## src/rtl/mem_stage_lsu.sv

```systemverilog
// Memory-stage load/store unit: word-aligned valid/ready data bus access,
// load alignment, pipeline stall control and the M->W pipeline register.
module mem_stage_lsu #(
    parameter int TIMEOUT = 255,
    parameter int CNT_W   = 8
) (
    input  logic        clk,
    input  logic        rst_n,
    input  logic        memRead_M,
    input  logic        memWrite_M,
    input  logic        regWrite_M,
    input  logic [2:0]  resultScr_M,
    input  logic [2:0]  mode_M,
    input  logic [31:0] ALURuslt_M,
    input  logic [31:0] write_Data_M,
    input  logic [31:0] imm_extended_M,
    input  logic [31:0] pc4_M,
    input  logic [31:0] PC_target_mux_M,
    input  logic [4:0]  rd_M,
    output logic        stall_M,
    output logic        mem_req,
    output logic        mem_we,
    output logic [31:0] mem_addr,
    output logic [31:0] mem_wdata,
    output logic [3:0]  mem_wstrb,
    input  logic        mem_gnt,
    input  logic        mem_rvalid,
    input  logic [31:0] mem_rdata,
    output logic        regWrite_W,
    output logic [2:0]  resultScr_W,
    output logic [31:0] ALURuslt_W,
    output logic [31:0] readData_W,
    output logic [31:0] imm_extended_W,
    output logic [31:0] pc4_W,
    output logic [31:0] PC_target_W,
    output logic [4:0]  rd_W,
    output logic        misalign_W,
    output logic        bus_err_W
);
    localparam logic [1:0] IDLE = 2'd0;
    localparam logic [1:0] REQ  = 2'd1;
    localparam logic [1:0] RESP = 2'd2;
    localparam logic [1:0] DONE = 2'd3;

    logic [1:0]       state;
    logic [CNT_W-1:0] cnt;
    logic [CNT_W-1:0] cnt_nxt;
    logic             expired;
    logic [2:0]       mode_q;
    logic [1:0]       off_q;
    logic [31:0]      rdata_q;
    logic             err_q;
    logic             access;
    logic             mis;
    logic             launch;
    logic [3:0]       wstrb_d;
    logic [31:0]      wdata_d;
    logic [7:0]       byte_sel;
    logic [15:0]      half_sel;
    logic [31:0]      rdata_al;

    assign access = memRead_M | memWrite_M;
    assign mis = ((mode_M[1:0] == 2'b01) & ALURuslt_M[0])
               | ((mode_M[1:0] == 2'b10) & (ALURuslt_M[1:0] != 2'b00))
               | (mode_M == 3'b011)
               | (mode_M[2:1] == 2'b11);
    assign launch = (state == IDLE) & access & ~mis;

    // Stall is gated by reset so a held access cannot freeze the pipe in reset
    assign stall_M = rst_n & (launch | (state == REQ) | (state == RESP));
    assign mem_req = (state == REQ);

    assign cnt_nxt = cnt + 1'b1;
    assign expired = (cnt_nxt == CNT_W'(TIMEOUT));

    always_comb begin
        wstrb_d = 4'b1111;
        wdata_d = write_Data_M;
        case (mode_M[1:0])
            2'b00: begin
                wstrb_d = 4'b0001 << ALURuslt_M[1:0];
                wdata_d = {4{write_Data_M[7:0]}};
            end
            2'b01: begin
                wstrb_d = ALURuslt_M[1] ? 4'b1100 : 4'b0011;
                wdata_d = {2{write_Data_M[15:0]}};
            end
            default: ;
        endcase
    end

    assign byte_sel = mem_rdata[{off_q, 3'b000} +: 8];
    assign half_sel = off_q[1] ? mem_rdata[31:16] : mem_rdata[15:0];

    always_comb begin
        rdata_al = mem_rdata;
        case (mode_q)
            3'b000:  rdata_al = {{24{byte_sel[7]}}, byte_sel};
            3'b100:  rdata_al = {24'h0, byte_sel};
            3'b001:  rdata_al = {{16{half_sel[15]}}, half_sel};
            3'b101:  rdata_al = {16'h0, half_sel};
            default: ;
        endcase
    end

    always_ff @(posedge clk or negedge rst_n) begin
        if (!rst_n) begin
            state     <= IDLE;
            cnt       <= '0;
            mem_we    <= 1'b0;
            mem_addr  <= '0;
            mem_wdata <= '0;
            mem_wstrb <= '0;
            mode_q    <= '0;
            off_q     <= '0;
            rdata_q   <= '0;
            err_q     <= 1'b0;
        end else begin
            case (state)
                IDLE: begin
                    if (launch) begin
                        state     <= REQ;
                        cnt       <= '0;
                        mem_we    <= memWrite_M;
                        mem_addr  <= {ALURuslt_M[31:2], 2'b00};
                        mem_wdata <= wdata_d;
                        mem_wstrb <= memWrite_M ? wstrb_d : 4'b0000;
                        mode_q    <= mode_M;
                        off_q     <= ALURuslt_M[1:0];
                        rdata_q   <= '0;
                        err_q     <= 1'b0;
                    end
                end
                REQ: begin
                    if (mem_gnt) begin
                        state <= mem_we ? DONE : RESP;
                        cnt   <= '0;
                    end else if (expired) begin
                        state <= DONE;
                        err_q <= 1'b1;
                    end else begin
                        cnt <= cnt_nxt;
                    end
                end
                RESP: begin
                    if (mem_rvalid) begin
                        state   <= DONE;
                        rdata_q <= rdata_al;
                    end else if (expired) begin
                        state <= DONE;
                        err_q <= 1'b1;
                    end else begin
                        cnt <= cnt_nxt;
                    end
                end
                default: state <= IDLE;
            endcase
        end
    end

    always_ff @(posedge clk or negedge rst_n) begin
        if (!rst_n) begin
            regWrite_W     <= 1'b0;
            resultScr_W    <= '0;
            ALURuslt_W     <= '0;
            readData_W     <= '0;
            imm_extended_W <= '0;
            pc4_W          <= '0;
            PC_target_W    <= '0;
            rd_W           <= '0;
            misalign_W     <= 1'b0;
            bus_err_W      <= 1'b0;
        end else if (stall_M) begin
            regWrite_W     <= 1'b0;
            resultScr_W    <= '0;
            ALURuslt_W     <= '0;
            readData_W     <= '0;
            imm_extended_W <= '0;
            pc4_W          <= '0;
            PC_target_W    <= '0;
            rd_W           <= '0;
            misalign_W     <= 1'b0;
            bus_err_W      <= 1'b0;
        end else begin
            resultScr_W    <= resultScr_M;
            ALURuslt_W     <= ALURuslt_M;
            imm_extended_W <= imm_extended_M;
            pc4_W          <= pc4_M;
            PC_target_W    <= PC_target_mux_M;
            rd_W           <= rd_M;
            if (state == DONE) begin
                regWrite_W <= regWrite_M & ~err_q;
                readData_W <= rdata_q;
                misalign_W <= 1'b0;
                bus_err_W  <= err_q;
            end else begin
                regWrite_W <= regWrite_M & ~(access & mis);
                readData_W <= '0;
                misalign_W <= access & mis;
                bus_err_W  <= 1'b0;
            end
        end
    end

endmodule

```

## config.mk

```make
export PLATFORM = sky130hd
export DESIGN_NAME = mem_stage_lsu
export DESIGN_NICKNAME = d
export VERILOG_FILES = /design/src/rtl/mem_stage_lsu.sv
export SDC_FILE = /design/constraint.sdc
export NUM_CORES = 1
export LEC_CHECK = 0
export CORE_AREA = 2 2 175 177
export CTS_CLUSTER_SIZE = 16
export DETAILED_ROUTE_END_ITERATION = 6
export DIE_AREA = 0 0 177 179
export DONT_BUFFER_PORTS = 1
export SLEW_MARGIN = 20
export SYNTH_ARGS = -nofsm -noshare
export SYNTH_HDL_FRONTEND = slang
export SYNTH_SLANG_ARGS = --single-unit
```

## constraint.sdc

```tcl
create_clock -name clk -period 5.4 [get_ports clk]
set_clock_uncertainty 0.2 [all_clocks]
set_input_delay 0.54 -clock clk [delete_from_list [all_inputs] [get_ports clk]]
set_output_delay 0.54 -clock clk [all_outputs]
set_load 0.1 [all_outputs]
```

# After elaboration in Yosys (flattened, before gate mapping)

Index checks and enable logic that the tools add are counted.

Shift operators: 2
Bitwise gates (word level): 17
$add $sub $neg: 1
Equality and inequality tests: 15
Muxes and demuxes: 39
Reductions and logical operators: 10

Operators by type and width:

| kind                  | count |
|---|---|
| $mux W32              | 8 |
| $pmux W32 S2          | 2 |
| $pmux W32 S4          | 1 |
| $mux W8               | 4 |
| $shiftx A32 B6 Y8     | 1 |
| $pmux W8 S3           | 1 |
| $mux W16              | 1 |
| $mux W1               | 11 |
| $add A8 B1 Y8 const B | 1 |
| $and A1 B1 Y1         | 8 |
| $eq A2 B2 Y1 const B  | 4 |
| $eq A8 B8 Y1 const B  | 1 |
| $mux W2               | 4 |
| $mux W4               | 2 |
| $ne A2 B2 Y1 const B  | 4 |
| $pmux W4 S2           | 1 |
| $eq A3 B3 Y1 const B  | 2 |
| $or A1 B1 Y1          | 6 |
| $pmux W2 S3           | 1 |
| $reduce_and A3 Y1     | 2 |
| $mux W5               | 1 |
| $eq A2 B1 Y1 const B  | 2 |
| $logic_not A2 Y1      | 2 |
| $reduce_and A4 Y1     | 1 |
| 10 further kinds      | 13 |

Word-level logic and storage cells: 104
Bits of input ports: 210
Flip-flop bits (word level): 286
Output and inout port bits: 242

# Logic depth before layout (Yosys ltp)

Gate-level depths: netlist (run 1).

Depth in word-level cells: 11
Depth in mapped cells: 9
Mapped depth without buffers: 7

# Worst setup path after synthesis (run 1)

Ideal clock, no wire load.

Path type: register to output
Start point: reg state[1]
End point: out stall_M
Path buffers: 1
Stages on the path, launching flop included: 6
Arrival: 2.397 ns
Required time: 4.660 ns
Slack: 2.263 ns
Path through: dfrtp_1 -> inv_1 -> ha_1 -> o31ai_4 -> clkbuf_1 -> inv_1

Elaborated cells between the ends (all ways): 8
Classes of those cells: eq/ne (2); bitwise (5); reduce/logical (1)

RTL lines:

| element                    | RTL line | text |
|---|---|---|
| start: declaration         | 45       | `logic [1:0] state;` |
| start signal: assignment   | 136      | `state <= mem_we ? DONE : RESP;` |
| $eq A2 B1 Y1               | n/a      |  |
| via mem_req                | 21       | `output logic mem_req,` |
| $or A1 B1 Y1 (2 in series) | 70       | `assign stall_M = rst_n & (launch \| (state == REQ) \| (state == RESP));` |
| $and A1 B1 Y1              | 70       |  |
| end: declaration           | 20       | `output logic stall_M,` |

The timed path passes the listed nets, and every way through them passes these cells.

# Final worst setup path (run 1)

Start point: reg state[0]
End point: out stall_M

Word-level cells in the longest chain between the ends: 6
Elaborated cells between the ends (all ways): 8
Classes of those cells: eq/ne (2); bitwise (5); reduce/logical (1)

Ends and longest elaborated chain:

| element                     | RTL line | text |
|---|---|---|
| $logic_not A2 Y1            | 67       | `assign launch = (state == IDLE) & access & ~mis;` |
| $and A1 B1 Y1 (2 in series) | 67       |  |
| $or A1 B1 Y1                | 70       |  |
| $or A1 B1 Y1 (*)            | 70       |  |
| $and A1 B1 Y1 (*)           | 70       |  |

Every way passes the cells marked *; elsewhere a longest branch is shown, timed or not.

==> results of run 1 <==
[cell families after synthesis]
group	synth area share (%)
AND/OR/NAND/NOR	19.24
buffers and inverters	2.774
flip-flops	64.76
multiplexers	3.612
AO/OA/AOI/OAI	8.628
adder cells (fa/ha/maj)	0.7925
XOR/XNOR	0.1585
other	0.03393
[sequential cells by signal, indices dropped and copies added (netlist names)]
| register | flops |
|---|---|
| mode_q | 3 |
| bus_err_W | 1 |
| misalign_W | 1 |
| PC_target_W | 32 |
| mem_wdata | 32 |
| pc4_W | 32 |
| cnt | 8 |
| off_q | 2 |
| mem_we | 1 |
| mem_wstrb | 4 |
| imm_extended_W | 32 |
| err_q | 1 |
| rd_W | 5 |
| resultScr_W | 3 |
| state | 2 |
| rdata_q | 32 |
| ALURuslt_W | 32 |
| regWrite_W | 1 |
| readData_W | 32 |
| mem_addr | 30 |
[where the power goes]
part | total, µW | internal [µW] | leakage (µW) | switching, µW
logic | 1460 | 575 | 0.00253 | 890
clock network | 2070 | 1210 | 0.000481 | 863
registers | 6550 | 2630 | 0.00364 | 3920
total | 10100 | 4410 | 0.00666 | 5670
[metrics by stage]
step | hold slack (ns) | power (µW)
3_3_place_gp | 0.05159 | 7897
6_report | -0.5136 | 10080
4_1_cts | -0.5410 | 10150
2_1_floorplan | 0.04441 | 7504
3_5_place_dp | 0.05024 | 7935
5_1_grt | -0.5330 | 10490
[Yosys cell counts (4+ instances only)]
cell and count:
dfrtp_1 286, nand2_1 202, and2_1 137, o21ai_0 69
clkbuf_1 43, a21oi_1 36, and3_1 35, mux2i_1 32
nor2_1 26, inv_1 14, buf_1 9, nand2b_1 8
ha_1 7, a31oi_1 6, nor2b_1 6, buf_2 5
nand3_1 5, o22ai_1 5, a22o_1 4, o21a_1 4
o221ai_1 4, o31a_1 4
[critical path, stage by stage, from the launching register on]
cell,delay [ns]
dfrtp_1,0.42
inv_1,0.14
ha_1,0.45
o221a_2,0.32
o31ai_4,0.06
inv_1,0.67
[area by class of cell]
cell class	count	area [µm²]
Antenna cell	5	12.51
Clock buffer	42	857.1
Clock inverter	15	143.9
Fill cell	2733	15780
Inverter	14	52.55
Multi-Input combinational cell	631	3608
Sequential cell	286	7157
Tap cell	396	495.5
Timing Repair Buffer	194	1922
[per-layer routing]
| metal | vias up | wire (µm) | share of wire [%] |
|---|---|---|---|
| met3 | 77 | 2693 | 8.2 |
| met2 | 346 | 16100 | 49 |
| met1 | 3809 | 12830 | 39 |
| met5 | - | 8 | 0.024 |
| li1 | 3581 | - | - |
| met4 | 2 | 1027 | 3.1 |
[final timing paths]
| check | start | endpoint | slack [ns] | cells past startpoint |
|---|---|---|---|---|
| max | state[0] | stall_M | 2.05 | 5 |
| min in group clk | mem_rdata[17] | rdata_q[17] | 0.02 | 2 |
| min | rst_n | state[1] | -0.51 | 0 |
| min reg2reg | rdata_q[20] | rdata_q[20] | 0.27 | 2 |
| max in group asynchronous | rst_n | ALURuslt_W[15] | 4.62 | 0 |
| max reg2reg | state[0] | readData_W[26] | 2.21 | 7 |
==> impl_metrics.py, run 1 <==
metrics = {
    "worst_setup_path": {
        "setup.worst_path.start_class": "flop",
        "cp_max_fo": 10,
        "worstPathRequired_ns": 4.66,
        "setup.worst_path.end_class": "output port",
        "arrival_ns": 2.61,
        "critical_path_class": "reg2out",
    },
    "job": {
        "drv_cap": 0,
    },
    "floorplanning": {
        "die_w_um": 177,
        "rows": 64,
        "initial_core_util_pct": 36.80,
        "coreArea_mm2": 0.03003,
        "io_pins": 452,
        "die_y_um": 179,
        "dieArea_mm2": 0.03168,
    },
    "layout": {
        "fin_util_pct": 47.45,
        "final_cells": 1583,
        "stdcell_area_mm2": 0.01425,
        "nNetsFinal": 1375,
        "final_cell_mix": "dfrtp_1, nand2_1, dlygate4sd3_1",
        "layout_commonest_cell": "dfrtp_1",
        "area_delta_synth_final_pct": 28.94,
        "drive_gt1_share_pct": 6.514,
    },
    "yosys": {
        "avgSynthCellArea_um2": 11.15,
        "synthFlopType": "dfrtp_1",
        "synth_largest_area_cell": "dfrtp_1",
        "synth_warnings": 0,
        "netlist.area_leader.share_pct": 64.76,
        "synth_edf_count": 0,
        "synthesis.area_mm2": 0.01105,
        "synthTopCellsByArea": "dfrtp_1, and2_1, nand2_1",
        "syn_inst": 991,
        "synth-async-reset-ratio_pct": 100.0,
        "synth_seq_cells": 286,
        "ys_types": 49,
        "synth-seq-area-share_pct": 64.76,
    },
    "pwr": {
        "max-vdd-ir-drop_mv": 0.4107,
        "power.leakage_uw": 0.006656,
        "p_per_area_mw_per_mm2": 707.6,
    },
    "placement": {
        "hpwl_um": 21150,
        "place_inst": 1335,
        "place_area_mm2": 0.01137,
        "detailedPlace.worstSlack_ns": 2.266,
        "place.port_buffers": 0,
        "gp_congestion": 0.8347,
    },
    "clocking": {
        "clkSlewWorstSetupHoldPaths_ns": 0.07,
        "cts_buffers": 31,
        "cts-htree-levels": 1,
        "tritoncts": "done",
        "cts_hold_buf": 186,
        "ctsResizeCount": 0,
        "clock_insertion_delay_worst_skew_ns": 0.55,
        "root_buffer": "clkbuf_16",
        "clock-sinks": 286,
        "post_cts_buffers": 0,
        "ctsLongestPathBuffers": 3,
    },
    "timing": {
        "worst_slack_ns": 2.046,
        "worst_pin_slew_ns": 1.093,
        "fin_crit_ns": 3.354,
        "rsz0062_at_grt": "no",
        "setup_tns_ns": 0,
        "period_share_pct": 62.12,
        "setup_viol": 0,
        "hold_violations": 286,
        "slew_viol_final": 0,
        "maxSlewHeadroom_pct": 27.20,
        "finalHoldWorstSlack_ns": -0.5136,
        "fmax_mhz": 298.1,
    },
    "routing": {
        "wire_per_inst_um": 20.63,
        "drcViolationCount": 0,
        "ant_nets": 0,
        "routed_via_density": 4.937,
        "num_vias": 7815,
        "drt_iter0_drc": 389,
        "wirelength_um": 32660,
        "dr.pass1.iters": 5,
    },
    "global_routing": {
        "antenna_found_initial": 6,
        "globalRoute.busiestLayer": "met2",
        "overflow": 0,
        "grt_max_degree": 288,
        "grt_use_met1_pct": 24.02,
        "grtUsageMet3_pct": 5.725,
        "grt_pass1_vias": 8113,
        "grt_usage_pct": 19.69,
        "grt_util_met2_pct": 33.32,
        "grt_pass1_wl_um": 48310,
    },
    "status": {
        "failed_checks": "hold timing",
        "status": "finished, violations left",
    },
    "min_path": {
        "holdCritPathClass": "in2async",
    },
}
(Power assumes the default switching activity.)
==> inputs of run 2 (changes only) <==
==> constraint.sdc (replaced) <==
create_clock -name clk -period 2.8 [get_ports clk]
set_clock_uncertainty 0.2 [all_clocks]
set_input_delay 0.28 -clock clk [delete_from_list [all_inputs] [get_ports clk]]
set_output_delay 0.28 -clock clk [all_outputs]
set_load 0.1 [all_outputs]
==> run 2 against run 1 <==
  * Flip-flop and latch count did not move
  * Sequential power grew 91%
  * Wire length grew 1.5%
  * Via count is 4.1% higher
  * Global-route usage increased by 0.26 points
  * First-iteration DRC count is 36% higher
  * Clock power up 91%
  * The flow still finishes with violations (hold timing)
  * Combinational power increased by 120%
  * Critical path depth increased by 4
  * Total power is 95% higher
  * Critical path type is now reg2reg
  * Cell count up 3.1%
==> impl_metrics.py, run 2 (synthesis results as in run 1) <==
metrics = {
    "status": {
        "status": "finished, violations left",
        "failed_checks": "hold timing",
    },
    "timing": {
        "period_share_pct": 95.62,
        "setup_viol": 0,
        "worst_slack_ns": 0.1225,
        "worst_pin_slew_ns": 1.011,
        "maxSlewHeadroom_pct": 32.62,
        "slew_viol_final": 0,
        "rsz0062_at_grt": "no",
        "fmax_mhz": 373.5,
        "setup_tns_ns": 0,
        "hold_violations": 286,
        "finalHoldWorstSlack_ns": -0.7607,
        "fin_crit_ns": 2.677,
    },
    "placement": {
        "detailedPlace.worstSlack_ns": 0.4139,
        "hpwl_um": 21300,
        "place.port_buffers": 0,
        "place_area_mm2": 0.01151,
        "gp_congestion": 0.8679,
    },
    "routing": {
        "drt_iter0_drc": 529,
        "drcViolationCount": 0,
        "wire_per_inst_um": 20.32,
        "routed_via_density": 4.983,
        "dr.pass1.iters": 4,
        "wirelength_um": 33170,
        "num_vias": 8132,
        "ant_nets": 0,
    },
    "worst_setup_path": {
        "critPathSlowestCell": "dlygate4sd3_1",
        "r2r_setup_slack_ns": 0.12,
        "setup.worst_path.start_class": "flop",
        "crit_end": "rdata_q[1]",
        "crit_chain": "inv_1 > ha_2 > o221ai_4 > buf_4 > a21oi_4 > buf_4 > o221ai_1 > dlygate4sd3_1 > nand2_1",
        "cp_max_fo": 26,
        "critical_path_class": "reg2reg",
        "arrival_ns": 2.96,
        "cp-startpoint": "state[0]",
        "r2r_start": "state[0]",
        "crit_top_cell": "buf_4",
        "r2r_end": "rdata_q[1]",
        "setup.worst_path.end_class": "flop",
        "r2r_cells": 9,
        "max_stage_delay_ns": 0.59,
        "worstPathRequired_ns": 3.08,
    },
    "floorplanning": {
        "die_y_um": 179,
        "coreArea_mm2": 0.03003,
        "die_w_um": 177,
        "dieArea_mm2": 0.03168,
        "initial_core_util_pct": 36.80,
        "rows": 64,
        "io_pins": 452,
    },
    "pwr": {
        "power_switching_uw": 10980,
        "combPwrFrac_pct": 16.1,
        "power_frac_clock_pct": 20.1,
        "p_int_uw": 8660,
        "p_per_area_mw_per_mm2": 1329,
        "max-vdd-ir-drop_mv": 0.9692,
        "seqPwrFrac_pct": 63.8,
        "power.leakage_uw": 0.006921,
        "p_sw_share_pct": 55.90,
    },
    "clocking": {
        "cts_hold_buf": 222,
        "clkSlewWorstSetupHoldPaths_ns": 0.07,
        "clock-sinks": 286,
        "cts-htree-levels": 1,
        "tritoncts": "done",
        "clock_insertion_delay_worst_skew_ns": 0.54,
        "cts_buffers": 30,
        "ctsLongestPathBuffers": 3,
        "root_buffer": "clkbuf_16",
    },
    "layout": {
        "fin_util_pct": 49.20,
        "stdcell_area_mm2": 0.01478,
        "drive_gt1_share_pct": 8.097,
        "fill_cells": 2633,
        "layout_commonest_cell": "dfrtp_1",
        "area_delta_synth_final_pct": 33.71,
        "final_cell_mix": "dfrtp_1, dlygate4sd3_1, nand2_1",
        "nNetsFinal": 1430,
    },
    "global_routing": {
        "overflow": 0,
        "antenna_found_initial": 1,
        "grt_pass1_wl_um": 49340,
        "grt_pass1_vias": 8264,
        "grt_max_degree": 288,
        "grt_usage_pct": 19.96,
    },
    "min_path": {
        "holdCritPathClass": "in2async",
    },
    "job": {
        "drv_cap": 0,
    },
}
## run 2: cell types whose count changed in the layout (fill, tap and decap cells not counted), moves of 2 or more
| cell | previous run | this run |
|---|---|---|
| buf_4 | 8 | 27 |
| buf_12 | 0 | 2 |
| clkbuf_1 | 7 | 5 |
| dlygate4sd3_1 | 186 | 221 |
| diode_2 | 5 | 1 |
| ha_1 | 7 | 4 |
| clkinvlp_4 | 5 | 2 |
| ha_2 | 0 | 3 |
## run 2: layer usage
metal  routed length (µm)  track usage (%)
met2                16550            34.63
met5                    0                0
met3                 2791            5.534
met1                12830            23.99
met4                  995            6.371
## run 2: repair_timing
action | in CTS | in global routing
hold endpoints to repair | 532 | 286
setup buffers | 3 | 0
endpoints found under the setup margin | 1 | 2
resized for setup | 3 | 1
pin swaps | 1 | 1
## run 2: power groups by stage
| stage | logic, µW | registers (µW) | clock network [µW] |
|---|---|---|---|
| finish | 3150 | 12500 | 3950 |
| CTS | 3150 | 12500 | 4050 |
| detailed placement | 2790 | 12600 | 0 |
| floorplan | 2160 | 12300 | 0 |
| global placement | 2700 | 12600 | 0 |
| global route | 3530 | 12700 | 4230 |
## run 2: metrics by stage
stage	cells	hold slack [ns]	power, µW
detailed placement	1352	-0.2082	15400
CTS	1631	-0.7937	19730
floorplan	992	-0.2156	14480
finish	1632	-0.7607	19640
global placement	1352	-0.2077	15300
global route	1631	-0.7967	20420
## run 2: layout make-up
type | count | area [µm²] | share of cell area [%]
Timing Repair Buffer | 250 | 2455 | 16.61
Tap cell | 396 | 495.5 | 3.353
Inverter | 14 | 56.30 | 0.3811
Clock inverter | 13 | 125.1 | 0.8468
Antenna cell | 1 | 2.502 | 0.01694
Multi-Input combinational cell | 631 | 3621 | 24.51
Sequential cell | 286 | 7157 | 48.44
Clock buffer | 41 | 863.3 | 5.843
## run 2: worst min-delay path by stage
stage	endpoint	slack, ns	depth (start not counted)
global placement	mem_addr[4]	-0.21	0
global route	mem_addr[2]	-0.80	0
CTS	mem_wdata[20]	-0.79	0
finish	cnt[5]	-0.76	0
detailed placement	mem_addr[4]	-0.21	0
floorplan	ALURuslt_W[0]	-0.22	0
## run 2: critical path, delay by kind of cell, from the launching register on
family	cells	cell delay, ns
AOI/OAI and AO/OA	3	0.50
adders and majority gates	1	0.28
buffers and inverters	4	1.18
DFF	1	0.38
and+or+nand+nor	1	0.06
==> inputs of run 3 (changes only) <==
==> config.mk (replaced) <==
export PLATFORM = sky130hd
export DESIGN_NAME = mem_stage_lsu
export DESIGN_NICKNAME = d
export VERILOG_FILES = /design/src/rtl/mem_stage_lsu.sv
export SDC_FILE = /design/constraint.sdc
export NUM_CORES = 1
export LEC_CHECK = 0
export CORE_AREA = 3 3 176 178
export CTS_CLUSTER_SIZE = 16
export DETAILED_ROUTE_END_ITERATION = 6
export DIE_AREA = 0 0 179 181
export DONT_BUFFER_PORTS = 1
export SYNTH_ARGS = -nofsm -noshare
export SYNTH_HDL_FRONTEND = slang
export SYNTH_SLANG_ARGS = --single-unit
==> run 3 against run 2 <==
  * The run still ends with hold timing left
  * Critical endpoint is now stall_M
  * Total power up 1.7%
  * Largest power group unchanged
  * First-iteration DRC count shrank 8.5%
  * Setup slack improved by 0.0025 ns
  * Utilization is 1.0 points higher
==> impl_metrics.py, run 3 (synthesis results as in run 1) <==
metrics = {
    "min_path": {
        "holdCritPathClass": "in2async",
    },
    "global_routing": {
        "antenna_found_initial": 3,
        "overflow": 0,
        "grt_pass1_vias": 8481,
        "grt_pass1_wl_um": 50400,
        "grt_usage_pct": 19.79,
        "grt_max_degree": 288,
    },
    "floorplanning": {
        "initial_core_util_pct": 37.38,
        "dieArea_mm2": 0.03240,
        "rows": 63,
        "io_pins": 452,
        "die_w_um": 179,
        "coreArea_mm2": 0.02956,
        "die_y_um": 181,
    },
    "clocking": {
        "cts-htree-levels": 1,
        "clkSlewWorstSetupHoldPaths_ns": 0.06,
        "cts_buffers": 30,
        "tritoncts": "done",
        "root_buffer": "clkbuf_16",
        "cts_hold_buf": 221,
        "clock-sinks": 286,
        "ctsLongestPathBuffers": 3,
        "clock_insertion_delay_worst_skew_ns": 0.56,
    },
    "placement": {
        "gp_congestion": 0.8183,
        "place.port_buffers": 0,
        "detailedPlace.worstSlack_ns": 0.3746,
        "hpwl_um": 21600,
    },
    "routing": {
        "wire_per_inst_um": 20.56,
        "drt_iter0_drc": 484,
        "wirelength_um": 33430,
        "ant_nets": 0,
        "routed_via_density": 4.970,
        "dr.pass1.iters": 5,
        "drcViolationCount": 0,
        "num_vias": 8082,
    },
    "timing": {
        "period_share_pct": 95.54,
        "fin_crit_ns": 2.675,
        "fmax_mhz": 373.8,
        "rsz0062_at_grt": "no",
        "setup_viol": 0,
        "slew_viol_final": 0,
        "finalHoldWorstSlack_ns": -0.7841,
        "worst_pin_slew_ns": 0.9924,
        "hold_violations": 286,
        "maxSlewHeadroom_pct": 33.89,
        "setup_tns_ns": 0,
        "worst_slack_ns": 0.1250,
    },
    "worst_setup_path": {
        "cp_max_fo": 9,
        "setup.worst_path.end_class": "output port",
        "r2r_cells": 9,
        "setup.worst_path.start_class": "flop",
        "arrival_ns": 2.20,
        "worstPathRequired_ns": 2.32,
        "critical_path_class": "reg2out",
    },
    "layout": {
        "fin_util_pct": 50.24,
        "nNetsFinal": 1427,
        "layout_commonest_cell": "dfrtp_1",
        "final_cell_mix": "dfrtp_1, dlygate4sd3_1, nand2_1",
        "drive_gt1_share_pct": 8.428,
        "area_delta_synth_final_pct": 34.40,
        "fill_cells": 2538,
    },
    "status": {
        "status": "finished, violations left",
        "failed_checks": "hold timing",
    },
    "job": {
        "drv_cap": 0,
    },
    "pwr": {
        "p_per_area_mw_per_mm2": 1345,
        "power.leakage_uw": 0.006938,
        "max-vdd-ir-drop_mv": 0.8218,
    },
}
run 3: through the flow:
| step | hold WS, ns | cells | cell area [µm²] | power [µW] |
|---|---|---|---|---|
| final | -0.7841 | 1626 | 14850 | 19980 |
| after global routing | -0.8136 | 1626 | 14850 | 20790 |
| after CTS | -0.8121 | 1624 | 14840 | 20090 |
| after detailed placement | -0.2091 | 1344 | 11490 | 15380 |
| after global placement | -0.2070 | 1344 | 11490 | 15290 |
| after floorplan | -0.2156 | 992 | 11060 | 14480 |
run 3: final cells by class:
type	instances	area, µm²	share of cell area, %
inverter	14	56.30	0.3791
clock inverter	23	309.0	2.081
timing repair buffer	247	2434	16.39
sequential	286	7157	48.19
antenna	2	5.005	0.03370
clock buffer	33	792.0	5.333
tap	390	488.0	3.286
multi-input combinational	631	3611	24.31
run 3: worst max-delay path, cell delays in order (launching register included):
cell,delay [ns]
dfrtp_1,0.38
buf_4,0.15
ha_1,0.32
o31ai_4,0.29
clkinvlp_4,0.50
run 3: timing repair:
item | CTS | global route
setup endpoints to repair | 1 | 4
buffers inserted | 3 | 0
pin swaps | 1 | 1
gates resized for setup | 1 | 2
hold endpoints to repair | 532 | 286
run 3: final timing paths:
kind                              from  slack (ns)            end
max in group asynchronous        rst_n        2.36  readData_W[5]
hold / removal                   rst_n       -0.78  ALURuslt_W[1]
setup reg to reg              state[0]        0.18     rdata_q[5]
min in group clk            memWrite_M        0.03       off_q[0]
hold reg to reg            rdata_q[18]        0.27    rdata_q[18]
setup / recovery              state[1]        0.12        stall_M
run 3: report_power, final:
part	switching, µW	leakage [µW]	internal, µW
clock	1700	0.000520	2610
sequential	7470	0.00364	5060
combinational	1870	0.00277	1260
run 3: routing by layer:
metal | up-vias | wire length (µm) | GRT usage, %
li1 | 3689 | - | -
met1 | 3941 | 12480 | 23.25
met2 | 378 | 16830 | 34.77
met3 | 72 | 3100 | 5.780
met4 | 2 | 1012 | 5.985
met5 | - | 13 | 0
